[config.mk]
export PLATFORM = sky130hd
export DESIGN_NAME = instr_fetch_buffer
export DESIGN_NICKNAME = d
export VERILOG_FILES = /design/src/rtl/instr_fetch_buffer.sv
export SDC_FILE = /design/constraint.sdc
export NUM_CORES = 1
export LEC_CHECK = 0
export BUFFER_PORTS_ARGS = -buffer_cell sky130_fd_sc_hd__buf_2
export CORE_UTILIZATION = 45
export CTS_CLUSTER_SIZE = 40
export DETAILED_ROUTE_END_ITERATION = 7
export GPL_ROUTABILITY_DRIVEN = 0
export GPL_TIMING_DRIVEN = 0
export PLACE_DENSITY = 0.72
export SLEW_MARGIN = 0
export SYNTH_ARGS = -nofsm -noshare
export SYNTH_HDL_FRONTEND = slang
export SYNTH_SLANG_ARGS = --single-unit
[constraint.sdc]
create_clock -name clk -period 7.51 [get_ports clk]
set_clock_uncertainty 0.05 [all_clocks]
set_input_delay 0.3755 -clock clk [delete_from_list [all_inputs] [get_ports clk]]
set_output_delay 0.3755 -clock clk [all_outputs]
set_load 0.01 [all_outputs]
[src/rtl/instr_fetch_buffer.sv]
// Instruction fetch stage: sequences word fetches over req/ack into a 2-entry
// {pc, word} prefetch buffer whose head is presented as ir to decode.
module instr_fetch_buffer #(
    parameter logic [31:0] RESET_PC = 32'h0000_0000
) (
    input  logic        clk,
    input  logic        rst_n,
    output logic        imem_req,
    output logic [31:0] imem_addr,
    input  logic        imem_ack,
    input  logic [31:0] imem_rdata,
    output logic [31:0] ir,
    output logic [31:0] ir_pc,
    output logic        ir_valid,
    input  logic        ir_ready,
    input  logic        redirect,
    input  logic [31:0] redirect_pc
);

    localparam logic [1:0] IDLE  = 2'd0;
    localparam logic [1:0] BUSY  = 2'd1;
    localparam logic [1:0] STALE = 2'd2;

    logic [1:0]  state;
    logic [31:0] fetch_pc;
    logic [31:0] pc_q   [2];
    logic [31:0] word_q [2];
    logic        head;
    logic        tail;
    logic [1:0]  count;

    logic        pop;
    logic        push;
    logic [1:0]  count_nxt;
    logic        can_req;
    logic [31:0] fetch_pc_inc;
    logic [31:0] redirect_addr;

    assign ir_valid      = (count != 2'd0);
    assign ir            = word_q[head];
    assign ir_pc         = pc_q[head];

    assign pop           = ir_valid & ir_ready & ~redirect;
    assign push          = imem_ack & (state == BUSY) & ~redirect;
    assign count_nxt     = count + {1'b0, push} - {1'b0, pop};
    // An outstanding request holds a slot, so a new one needs a free slot left over.
    assign can_req       = (count_nxt < 2'd2);
    assign fetch_pc_inc  = fetch_pc + 32'd4;
    assign redirect_addr = redirect_pc & ~32'h3;

    always_ff @(posedge clk) begin
        if (!rst_n) begin
            state     <= IDLE;
            fetch_pc  <= RESET_PC;
            imem_req  <= 1'b0;
            imem_addr <= 32'h0;
            head      <= 1'b0;
            tail      <= 1'b0;
            count     <= 2'd0;
            for (int i = 0; i < 2; i++) begin
                pc_q[i]   <= 32'h0;
                word_q[i] <= 32'h0;
            end
        end else if (redirect) begin
            count    <= 2'd0;
            head     <= 1'b0;
            tail     <= 1'b0;
            fetch_pc <= redirect_addr;
            case (state)
                IDLE: begin
                    state     <= BUSY;
                    imem_req  <= 1'b1;
                    imem_addr <= redirect_addr;
                end
                BUSY, STALE: begin
                    // A live request is never abandoned; its data is dropped on arrival.
                    if (imem_ack) begin
                        state     <= BUSY;
                        imem_req  <= 1'b1;
                        imem_addr <= redirect_addr;
                    end else begin
                        state <= STALE;
                    end
                end
                default: state <= IDLE;
            endcase
        end else begin
            if (push) begin
                pc_q[tail]   <= fetch_pc;
                word_q[tail] <= imem_rdata;
                tail         <= ~tail;
                fetch_pc     <= fetch_pc_inc;
            end
            if (pop) begin
                head <= ~head;
            end
            count <= count_nxt;

            case (state)
                IDLE: begin
                    if (can_req) begin
                        state     <= BUSY;
                        imem_req  <= 1'b1;
                        imem_addr <= fetch_pc;
                    end
                end
                BUSY: begin
                    if (imem_ack) begin
                        if (can_req) begin
                            imem_addr <= fetch_pc_inc;
                        end else begin
                            state    <= IDLE;
                            imem_req <= 1'b0;
                        end
                    end
                end
                STALE: begin
                    if (imem_ack) begin
                        if (can_req) begin
                            state     <= BUSY;
                            imem_addr <= fetch_pc;
                        end else begin
                            state    <= IDLE;
                            imem_req <= 1'b0;
                        end
                    end
                end
                default: begin
                    state    <= IDLE;
                    imem_req <= 1'b0;
                end
            endcase
        end
    end

endmodule

==> Yosys cells after proc, flatten, opt, wreduce, memory -nomap -nowiden <==
Memory sizes are Yosys's and may differ from the RTL's. A register that Yosys moved wholly into a read port is not among the register bits.
Index checks and enable logic that the tools add are counted.
{ "totals": {"register_bits": 71, "ramBits": 128, "inputBits": 69, "output_inout_bits": 98, "elab_cells": 85, "memories": 2} }
{ "memory_table": {"columns": ["memory", "depth", "word_bits", "read_ports", "rd_ports_with_merged_regs", "wr", "line_no", "rtl"], "rows": [
  ["pc_q", 2, 32, 1, 1, 2, "26", "logic [31:0] pc_q [2];"],
  ["word_q", 2, 32, 1, 1, 2, "27", "logic [31:0] word_q [2];"]
]} }
{ "classes": {"n_addsub": 3, "n_lt_le_gt_ge": 1, "eq_ne": 11, "muxes": 41, "n_bitwise": 8, "reduce_logical": 11} }
{ "ops": {"columns": ["operator", "n"], "rows": [
  ["$mux W32", 10],
  ["$pmux W32 S3", 1],
  ["$pmux W32 S2", 1],
  ["$reduce_or A32 Y1", 2],
  ["$add A32 B3 Y32 const B", 1],
  ["$ne A3 B3 Y1 const B", 7],
  ["$mux W1", 19],
  ["$mux W2", 6],
  ["$reduce_and A4 Y1", 2],
  ["$pmux W2 S3", 1],
  ["$reduce_and A6 Y1", 1],
  ["$and A1 B1 Y1", 4],
  ["$not A1 Y1", 4],
  ["$pmux W1 S2", 2],
  ["$pmux W2 S2", 1],
  ["$reduce_bool A2 Y1", 2],
  ["$reduce_bool A4 Y1", 1],
  ["$reduce_or A2 Y1", 2],
  ["$ne A3 B2 Y1 const B", 1],
  ["$add A2 B1 Y2", 1],
  ["$eq A2 B1 Y1 const B", 1],
  ["$eq A2 B2 Y1 const B", 1],
  ["$logic_not A2 Y1", 1],
  ["$lt A2 B2 Y1 const B", 1],
  ["other kinds (2)", 2]
]} }

==> Depth between registers and ports, before layout <==
Gate-level depths: netlist (run 1).
{ "logic_depth": {"ltp_word": 10, "depth_mapped": 17, "mapped_depth_nobuf": 13} }

==> Worst setup path before layout (run 1) <==
Ideal clock, no wire load.
{ "synth_timing": {"path_kind": "reg-to-reg", "from": "reg state[1]", "to": "mem pc_q[0][10], enable pin", "setup_ns": 0.568, "t_arrival_ns": 5.561, "required_ns": 6.892, "slack_ns": 1.332, "path_stages_with_launch": 9, "n_path_buf": 2, "synth_period_minus_slack_ns": 6.178, "cell_sequence": "dfxtp_1 inv_1 ha_1 buf_2 and2b_1 and2_1 buf_2 inv_1 o21ai_0"} }
{ "synth_rtl": {"columns": ["item", "line_no", "rtl"], "rows": [
  ["from (decl)", "24", "logic [1:0] state;"],
  ["from (signal assigned)", "53", "state <= IDLE;"],
  ["from (signal assigned)", "71", "state <= BUSY;"],
  ["from (signal assigned)", "78", "state <= BUSY;"],
  ["to (decl)", "26", null]
]} }

==> Worst setup path after layout (run 1) <==
{ "layout_timing": {"from": "reg state[1]", "to": "reg imem_addr[9]"} }
{ "layout_between": {"elab_chain_cells": 10, "elab_cells_between_ends": 21, "classes_between": "2 x add/sub; 1 x order compare; 7 x eq/ne; 5 x mux; 2 x bitwise; 4 x reduce/logical"} }
{ "layout_rtl": {"columns": ["item", "line_no", "rtl"], "rows": [
  ["$eq A2 B1 Y1", "44, 69, 99", null],
  ["$and A1 B1 Y1 (2 in series)", "44", "assign push = imem_ack & (state == BUSY) & ~redirect;"],
  ["$add A2 B1 Y2", "45", "assign count_nxt = count + {1'b0, push} - {1'b0, pop};"],
  ["$sub A2 B1 Y2", "45", null],
  ["$lt A2 B2 Y1", "47", "assign can_req = (count_nxt < 2'd2);"],
  ["$mux W32 (2 in series)", null, null],
  ["$pmux W32 S3", "99", "case (state)"],
  ["$mux W32", "64", "end else if (redirect) begin"],
  ["to (signal assigned)", "73", "imem_addr <= redirect_addr;"],
  ["to (signal assigned)", "104", "imem_addr <= fetch_pc;"],
  ["to (signal assigned)", "110", "imem_addr <= fetch_pc_inc;"],
  ["to (decl)", "9", "output logic [31:0] imem_addr,"]
]} }
Several ways; a longest one is shown, not always the timed one. The select of a mux whose other input is x is not followed.
A chain may end at the register's enable or synchronous reset.

==> impl_summary.txt, run 1 <==
----------------------------------------------------
[Status]
  Status ... finished, final reports clean

[Die]
  Chip Width ... 149 um
  Die Span Y ... 149 um
  Die area ... 22,100 um^2
  Initial core utilization ... 46.0%
  Number of top-level design ports ... 167
  Floorplan Core Area ... 21,000 um^2
  Row cnt ... 53

[Clock tree]
  Clock tree from TritonCTS ... yes
  Cell chosen for the clock root ... sky130_fd_sc_hd__clkbuf_16
  Total number of clock tree sinks ... 192
  Post-CTS setup buffer count ... 0
  Num CTS Buffers ... 17
  Clock Latency Late Sink ... 0.44 ns
  Level count of the clock H-tree ... 4
  Post_cts resized ... 0
  Clock transition at the registers of the reported paths ... 0.08 ns
  Count of hold buffers inserted by post-cts repair ... 0
  Worst-case clock buffer depth ... 2

[Route]
  Antenna violation net count after detailed routing ... 0
  Routed via count ... 7,666
  Detailed-router iteration count before antenna repair ... 5
  Detailed router's first-iteration violation count ... 638
  Final routed wire length divided by cell count ... 19.4 um
  Via-per-instance ratio ... 5.65
  WL final ... 26.3 mm
  Residual DRC count ... 0

[Logic synthesis]
  XOR/XNOR share of the synthesized area ... 3.83%
  Post-synth cell types ... 69
  Number of synthesized flops with an enable pin ... 124
  Adder-cell area share of the yosys netlist ... 0.905%
  Simple-gate share of the synthesized area ... 20.4%
  Combined area of all synthesized cells ... 9680 um^2
  Main combinational cell family by area after synthesis ... simple AND/OR/NAND/NOR gates
  Fraction of the yosys area taken by sequential cells ... 52.5%
  Number of synthesis warnings ... 0
  Number of storage elements in the synthesis netlist ... 192
  Multiplexer fraction of the synthesized cell area ... 7.64%
  Mean instance size in the synthesized netlist ... 10.9 um^2
  Number of instances in the synthesized netlist ... 886
  Most common flop cell mapped by yosys ... sky130_fd_sc_hd__edfxtp_1
  Fraction of registers with async set/reset ... 0%
  Compound-gate portion of the synthesized area ... 10.3%

[GRT]
  Grt total ovfl ... 0
  GR Util met3 ... 4.72%
  Met1 usage ... 31.8%
  Global-route wire length before repair ... 40.8 mm
  Via count of the first global-routing pass ... 7,374
  Initial antenna violation count ... 0
  Overall fraction of global-route tracks in use ... 24.3%
  Pin count of the biggest net entering global routing ... 63
  Layer carrying the most global-route usage ... met2
  Met2 demand-to-capacity share in global routing ... 39.1%

[STA]
  Worst slack on hold paths ... 0.168 ns
  Hold violation total from the final report ... 0
  Final worst-path cycle share ... 54.5%
  Measured slew at the worst slew-check pin ... 1.12 ns
  Worst Setup Slack, final ... 3.41 ns
  Final setup violation count ... 0
  Unrepaired setup endpoints after global routing ... no
  Slew Viols, Final ... 0
  Setup tns final ... 0 ns
  Relative slew slack ... 25.0%
  Tmin final ... 4.10 ns
  Maximum clock frequency ... 0.244 GHz

[Finish]
  Nets ... 1,145
  Final core utilization ... 54.7%
  Fraction of layout cells with a size suffix above 1 ... 29.2%
  Final design instance area without fill ... 11,500 um^2
  Area added between synthesis and finish ... 18.7%
  Post-route non-filler standard cell count ... 1,357
  Commonest non-fill, non-tap cell in the layout ... sky130_fd_sc_hd__buf_2
  Leading cell types in the layout, fill and taps excluded ... 172 x sky130_fd_sc_hd__buf_2, 124 x sky130_fd_sc_hd__edfxtp_1, 120 x sky130_fd_sc_hd__and2_1
  Antenna fix cells ... 0

[Worst setup path]
  Critical setup path kind ... reg2reg
  Arr. time, crit path ... 4.41 ns
  Crit path capture type ... register
  Sort of element at the start of the critical path ... register
  Required time of the worst setup path ... 7.82 ns
  Critical-path maximum fanout ... 10

[Placed design]
  Instance area after placement ... 10,900 um^2
  Placed Instances ... 1,325
  Worst slack at placement ... 3.53 ns
  Number of I/O port buffers ... 159
  HPWL after DPL ... 18.4 mm

[Power and ir drop]
  Total power divided by cell area ... 229 nW/um^2
  Cell leakage power ... 4.57 nW
  Final Total Pwr ... 2.63 mW
  VDD IR-drop max ... 158 uV

[Worst hold path]
  Classification of the worst-slack hold path ... in2reg

[Job]
  Max Cap Violations ... 0

----------------------------------------------------
-- flip-flops by register name, summed over array words and instances, names as in the netlist, named ones only --
signal     flops
state          2
imem_req       1
tail           1
imem_addr     30
fetch_pc      30
word_q        64
count          2
head           1
pc_q          60
-- Yosys cell counts (3+ instances only) --
master	n	share of area, %
sky130_fd_sc_hd__edfxtp_1	124	38
sky130_fd_sc_hd__and2_1	120	7.8
sky130_fd_sc_hd__dfxtp_1	68	14
sky130_fd_sc_hd__mux2_2	63	7.3
sky130_fd_sc_hd__nand2_1	53	2.1
sky130_fd_sc_hd__clkbuf_1	48	1.9
sky130_fd_sc_hd__o21ai_0	47	2.4
sky130_fd_sc_hd__a21oi_1	37	1.9
sky130_fd_sc_hd__nor2_1	37	1.4
sky130_fd_sc_hd__nand3_1	32	1.7
sky130_fd_sc_hd__nand4_1	25	1.6
sky130_fd_sc_hd__xor2_1	19	1.7
sky130_fd_sc_hd__xnor2_1	18	1.6
sky130_fd_sc_hd__a31oi_1	13	0.84
sky130_fd_sc_hd__buf_2	13	0.67
sky130_fd_sc_hd__and3_1	12	0.78
sky130_fd_sc_hd__nor3_1	12	0.62
sky130_fd_sc_hd__buf_4	9	0.70
sky130_fd_sc_hd__inv_1	8	0.31
sky130_fd_sc_hd__nand2b_1	8	0.52
sky130_fd_sc_hd__ha_1	7	0.91
sky130_fd_sc_hd__o211ai_1	7	0.54
sky130_fd_sc_hd__buf_6	6	0.70
sky130_fd_sc_hd__o31ai_1	6	0.47
sky130_fd_sc_hd__a41oi_1	5	0.45
sky130_fd_sc_hd__nor4_1	5	0.32
sky130_fd_sc_hd__or3_1	5	0.32
sky130_fd_sc_hd__a211oi_1	4	0.31
sky130_fd_sc_hd__a311oi_1	4	0.36
sky130_fd_sc_hd__a31o_2	4	0.36
sky130_fd_sc_hd__and2_2	4	0.31
sky130_fd_sc_hd__nor4_4	4	0.88
sky130_fd_sc_hd__o31a_1	4	0.36
sky130_fd_sc_hd__and4_1	3	0.27
sky130_fd_sc_hd__mux2i_1	3	0.31
sky130_fd_sc_hd__o2111ai_1	3	0.27
sky130_fd_sc_hd__or2_2	3	0.19
sky130_fd_sc_hd__or4_1	3	0.23
-- worst paths after layout --
| path | startpoint | depth (start not counted) | end | slack, ns |
|---|---|---|---|---|
| min reg2reg | imem_addr[5] | 2 | imem_addr[5] | 0.42 |
| min | imem_rdata[6] | 2 | word_q[0][6] | 0.17 |
| max | state[1] | 16 | imem_addr[9] | 3.41 |
| max reg2reg | state[1] | 16 | imem_addr[9] | 3.41 |
-- metal layers --
metal / routed length, um / part of all wire (%)
met1: 11100 / 42
met2: 12300 / 47
met3: 2160 / 8.2
met4: 777 / 3.0
met5: 0 / 0
-- report_power, final --
group / internal (mW) / switching, mW / leakage [nW]
logic: 0.172 / 0.289 / 2.43
registers: 1.21 / 0.0449 / 1.85
clock network: 0.477 / 0.446 / 0.288
total: 1.85 / 0.780 / 4.57
-- cell families after synthesis --
logic type                 after synthesis
adders and majority gates                7
buffers and inverters                   87
DFF                                    192
other                                    1
muxes                                   66
and+or+nand+nor                        339
AOI/OAI and AO/OA                      155
xor gates and xnor gates                39
-- worst max-delay path: stages (launching register included) --
cell and delay, ns:
sky130_fd_sc_hd__dfxtp_1 0.37, sky130_fd_sc_hd__inv_1 0.08, sky130_fd_sc_hd__ha_1 0.17, sky130_fd_sc_hd__buf_2 0.17, sky130_fd_sc_hd__and2b_1 0.22, sky130_fd_sc_hd__and2_1 0.17, sky130_fd_sc_hd__buf_2 0.17, sky130_fd_sc_hd__inv_1 0.34
sky130_fd_sc_hd__ha_1 0.31, sky130_fd_sc_hd__inv_1 0.05, sky130_fd_sc_hd__ha_1 0.23, sky130_fd_sc_hd__xnor3_1 0.27, sky130_fd_sc_hd__a21oi_1 0.11, sky130_fd_sc_hd__nor2_1 0.32, sky130_fd_sc_hd__clkbuf_1 0.52, sky130_fd_sc_hd__o21ai_0 0.26
sky130_fd_sc_hd__o21ai_0 0.19
-- area by class of cell --
class | count | area, um^2
Multi-Input combinational cell | 610 | 4200
Tap cell | 275 | 344
Sequential cell | 192 | 5080
Buffer | 78 | 389
Timing Repair Buffer | 161 | 843
Inverter | 9 | 33.8
Fill cell | 1841 | 9530
Clock inverter | 14 | 165
Clock buffer | 18 | 429
Power figures use the tool's default switching activity.
==> run 2: changes to the inputs <==
- PLACE_DENSITY: 0.72 -> 0.75
- clock period: 7.51 -> 3.7 ns (I/O delays scaled with it)
==> impl_summary.txt, run 2 (synthesized netlist as in run 1, its figures left out) <==
----------------------------------------------------
[Worst setup path]
  Crit path capture type ... register (unchanged)
  Delay of the slowest critical-path stage ... 0.41 ns (was 0.52 ns)
  Required time of the worst setup path ... 3.98 ns (was 7.82 ns)
  Critical Path, Cell by Cell ... ha_1 > buf_2 > and2b_1 > and2_1 > buf_2 > clkinvlp_4 > ha_1 > inv_1 > ha_1 > xnor3_2 > o21ai_1 > o31a_1 > nor3_1 > a311oi_1 (was inv_1 > ha_1 > buf_2 > and2b_1 > and2_1 > buf_2 > inv_1 > ha_1 > inv_1 > ha_1 > xnor3_1 > a21oi_1 > nor2_1 > clkbuf_1 > o21ai_0 > o21ai_0)
  Number of cells on the critical path ... 14 (was 16)
  Buffering stage count on the worst path with inverters included ... 4 (was 6)
  Number of cells traversed by the worst register-to-register path ... 14 (was 16)
  Sort of element at the start of the critical path ... register (unchanged)
  Most Frequent Cell on Critical Path ... sky130_fd_sc_hd__ha_1
  Critical setup path kind ... reg2reg (unchanged)
  Critical-path maximum fanout ... 8 (was 10)
  Largest delay share family, worst path ... compound AO/OA/AOI/OAI gates (was buffers and inverters)
  Critical-path top delay cell ... sky130_fd_sc_hd__dfxtp_1 (was sky130_fd_sc_hd__clkbuf_1)
  Arr. time, crit path ... 3.84 ns (was 4.41 ns)

[STA]
  Slew Viols, Final ... 0 (unchanged)
  Measured slew at the worst slew-check pin ... 1.14 ns (was 1.12 ns)
  Worst slack on hold paths ... 0.0168 ns (was 0.168 ns)
  Maximum clock frequency ... 0.280 GHz (was 0.244 GHz)
  Tmin final ... 3.57 ns (was 4.10 ns)
  Hold violation total from the final report ... 0 (unchanged)
  Final setup violation count ... 0 (unchanged)
  Relative slew slack ... 23.4% (was 25.0%)
  Final worst-path cycle share ... 96.4% (was 54.5%)

[Power and ir drop]
  VDD IR-drop max ... 236 uV (was 158 uV)
  Final Total Pwr ... 5.30 mW (was 2.63 mW)
  Cell leakage power ... 4.71 nW (was 4.57 nW)
  Total power divided by cell area ... 447 nW/um^2 (was 229 nW/um^2)

[Finish]
  Number of flip-flops under the largest register name ... 64 (unchanged)
  Area added between synthesis and finish ... 22.4% (was 18.7%)
  Leading cell types in the layout, fill and taps excluded ... 172 x sky130_fd_sc_hd__buf_2, 124 x sky130_fd_sc_hd__edfxtp_1, 120 x sky130_fd_sc_hd__and2_1 (unchanged)
  Nets ... 1,183 (was 1,145)
  Antenna fix cells ... 0 (unchanged)
  Largest registers in the final layout ... word_q (64), pc_q (60) (unchanged)
  Register containing the most flip-flops in the final layout ... word_q (unchanged)
  Final core utilization ... 56.3% (was 54.7%)
  Commonest non-fill, non-tap cell in the layout ... sky130_fd_sc_hd__buf_2 (unchanged)
  Filler cell count in the final layout ... 1,820 (was 1,841)
  Post-route non-filler standard cell count ... 1,395 (was 1,357)
  Fraction of layout cells with a size suffix above 1 ... 28.7% (was 29.2%)

[Route]
  Via-per-instance ratio ... 5.59 (was 5.65)
  Antenna violation net count after detailed routing ... 0 (unchanged)
  Final routed wire length divided by cell count ... 18.8 um (was 19.4 um)
  Detailed router's first-iteration violation count ... 641 (was 638)
  Routed via count ... 7,805 (was 7,666)
  Detailed-router iteration count before antenna repair ... 7 (was 5)
  WL final ... 26.2 mm (was 26.3 mm)
  Residual DRC count ... 0 (unchanged)

[GRT]
  Pin count of the biggest net entering global routing ... 63 (unchanged)
  Initial antenna violation count ... 0 (unchanged)
  Via count of the first global-routing pass ... 7,331 (was 7,374)
  Grt total ovfl ... 0 (unchanged)
  Global-route wire length before repair ... 40.3 mm (was 40.8 mm)
  Overall fraction of global-route tracks in use ... 24.0% (was 24.3%)

[Job]
  Max Cap Violations ... 0 (unchanged)

[Clock tree]
  Clock transition at the registers of the reported paths ... 0.07 ns (was 0.08 ns)
  Level count of the clock H-tree ... 4 (unchanged)
  Clock Latency Late Sink ... 0.44 ns (about the same)
  Num CTS Buffers ... 17 (unchanged)
  Cell chosen for the clock root ... sky130_fd_sc_hd__clkbuf_16 (unchanged)
  Clock tree from TritonCTS ... yes (unchanged)
  Worst-case clock buffer depth ... 2 (unchanged)
  Total number of clock tree sinks ... 192 (unchanged)

[Die]
  Row cnt ... 53 (unchanged)
  Die area ... 22,100 um^2 (unchanged)
  Floorplan Core Area ... 21,000 um^2 (unchanged)
  Number of top-level design ports ... 167 (unchanged)
  Chip Width ... 149 um (unchanged)
  Initial core utilization ... 46.0% (unchanged)
  Die Span Y ... 149 um (unchanged)

[Placed design]
  Number of I/O port buffers ... 159 (unchanged)
  HPWL after DPL ... 18.2 mm (was 18.4 mm)
  Placed Instances ... 1,325 (unchanged)

[Worst hold path]
  Classification of the worst-slack hold path ... in2reg (unchanged)
  Worst hold path depth ... 2 (unchanged)

[Status]
  Status ... finished, final reports clean (unchanged)

----------------------------------------------------
[run 2: area by class of cell]
cell class              count  area (um^2)  area share [%]
plain buffers              78          394            3.33
well taps                 275          344            2.91
clock buffers              21          440            3.72
flip-flops and latches    192         5080            42.9
repair buffers            199         1220            10.3
inverters                   9         37.5           0.317
clock inverters            11          113           0.951
multi-input cells         610         4210            35.6
[run 2: metal layers]
metal	GRT usage, %	share of wire (%)
met1	31.0	41
met2	39.4	48
met3	5.28	8.8
met4	8.76	2.4
met5	0	0
[run 2: repair_timing]
item | CTS | global route
hold buffers | 35 | 0
setup endpoints to repair | 15 | 28
gates resized for setup | 3 | 6
endpoints found under the hold margin | 61 | 0
buffers inserted | 0 | 3
[run 2: per-stage QoR]
step / area (um^2) / setup slack [ns] / TNS (ns)
after floorplan: 9690 / 0.212 / 0
after global placement: 10800 / -1.16 / -124.86
after detailed placement: 10900 / -0.152 / -0.885
after CTS: 11800 / -0.0243 / -0.0243
after global routing: 11800 / -0.0172 / -0.0406
final: 11800 / 0.134 / 0
[run 2: final timing paths]
kind / from / slack [ns] / end
hold / removal: imem_rdata[11] / 0.02 / word_q[0][11]
hold reg to reg: imem_addr[3] / 0.41 / imem_addr[3]
setup / recovery: state[0] / 0.13 / imem_addr[18]
setup reg to reg: state[0] / 0.13 / imem_addr[18]
[run 2: power breakdown]
| group | switching [mW] | total [mW] | internal (mW) |
|---|---|---|---|
| Combinational | 0.591 | 0.974 | 0.383 |
| Clock | 0.793 | 1.78 | 0.991 |
| Sequential | 0.0919 | 2.54 | 2.45 |
| Total | 1.48 | 5.30 | 3.82 |
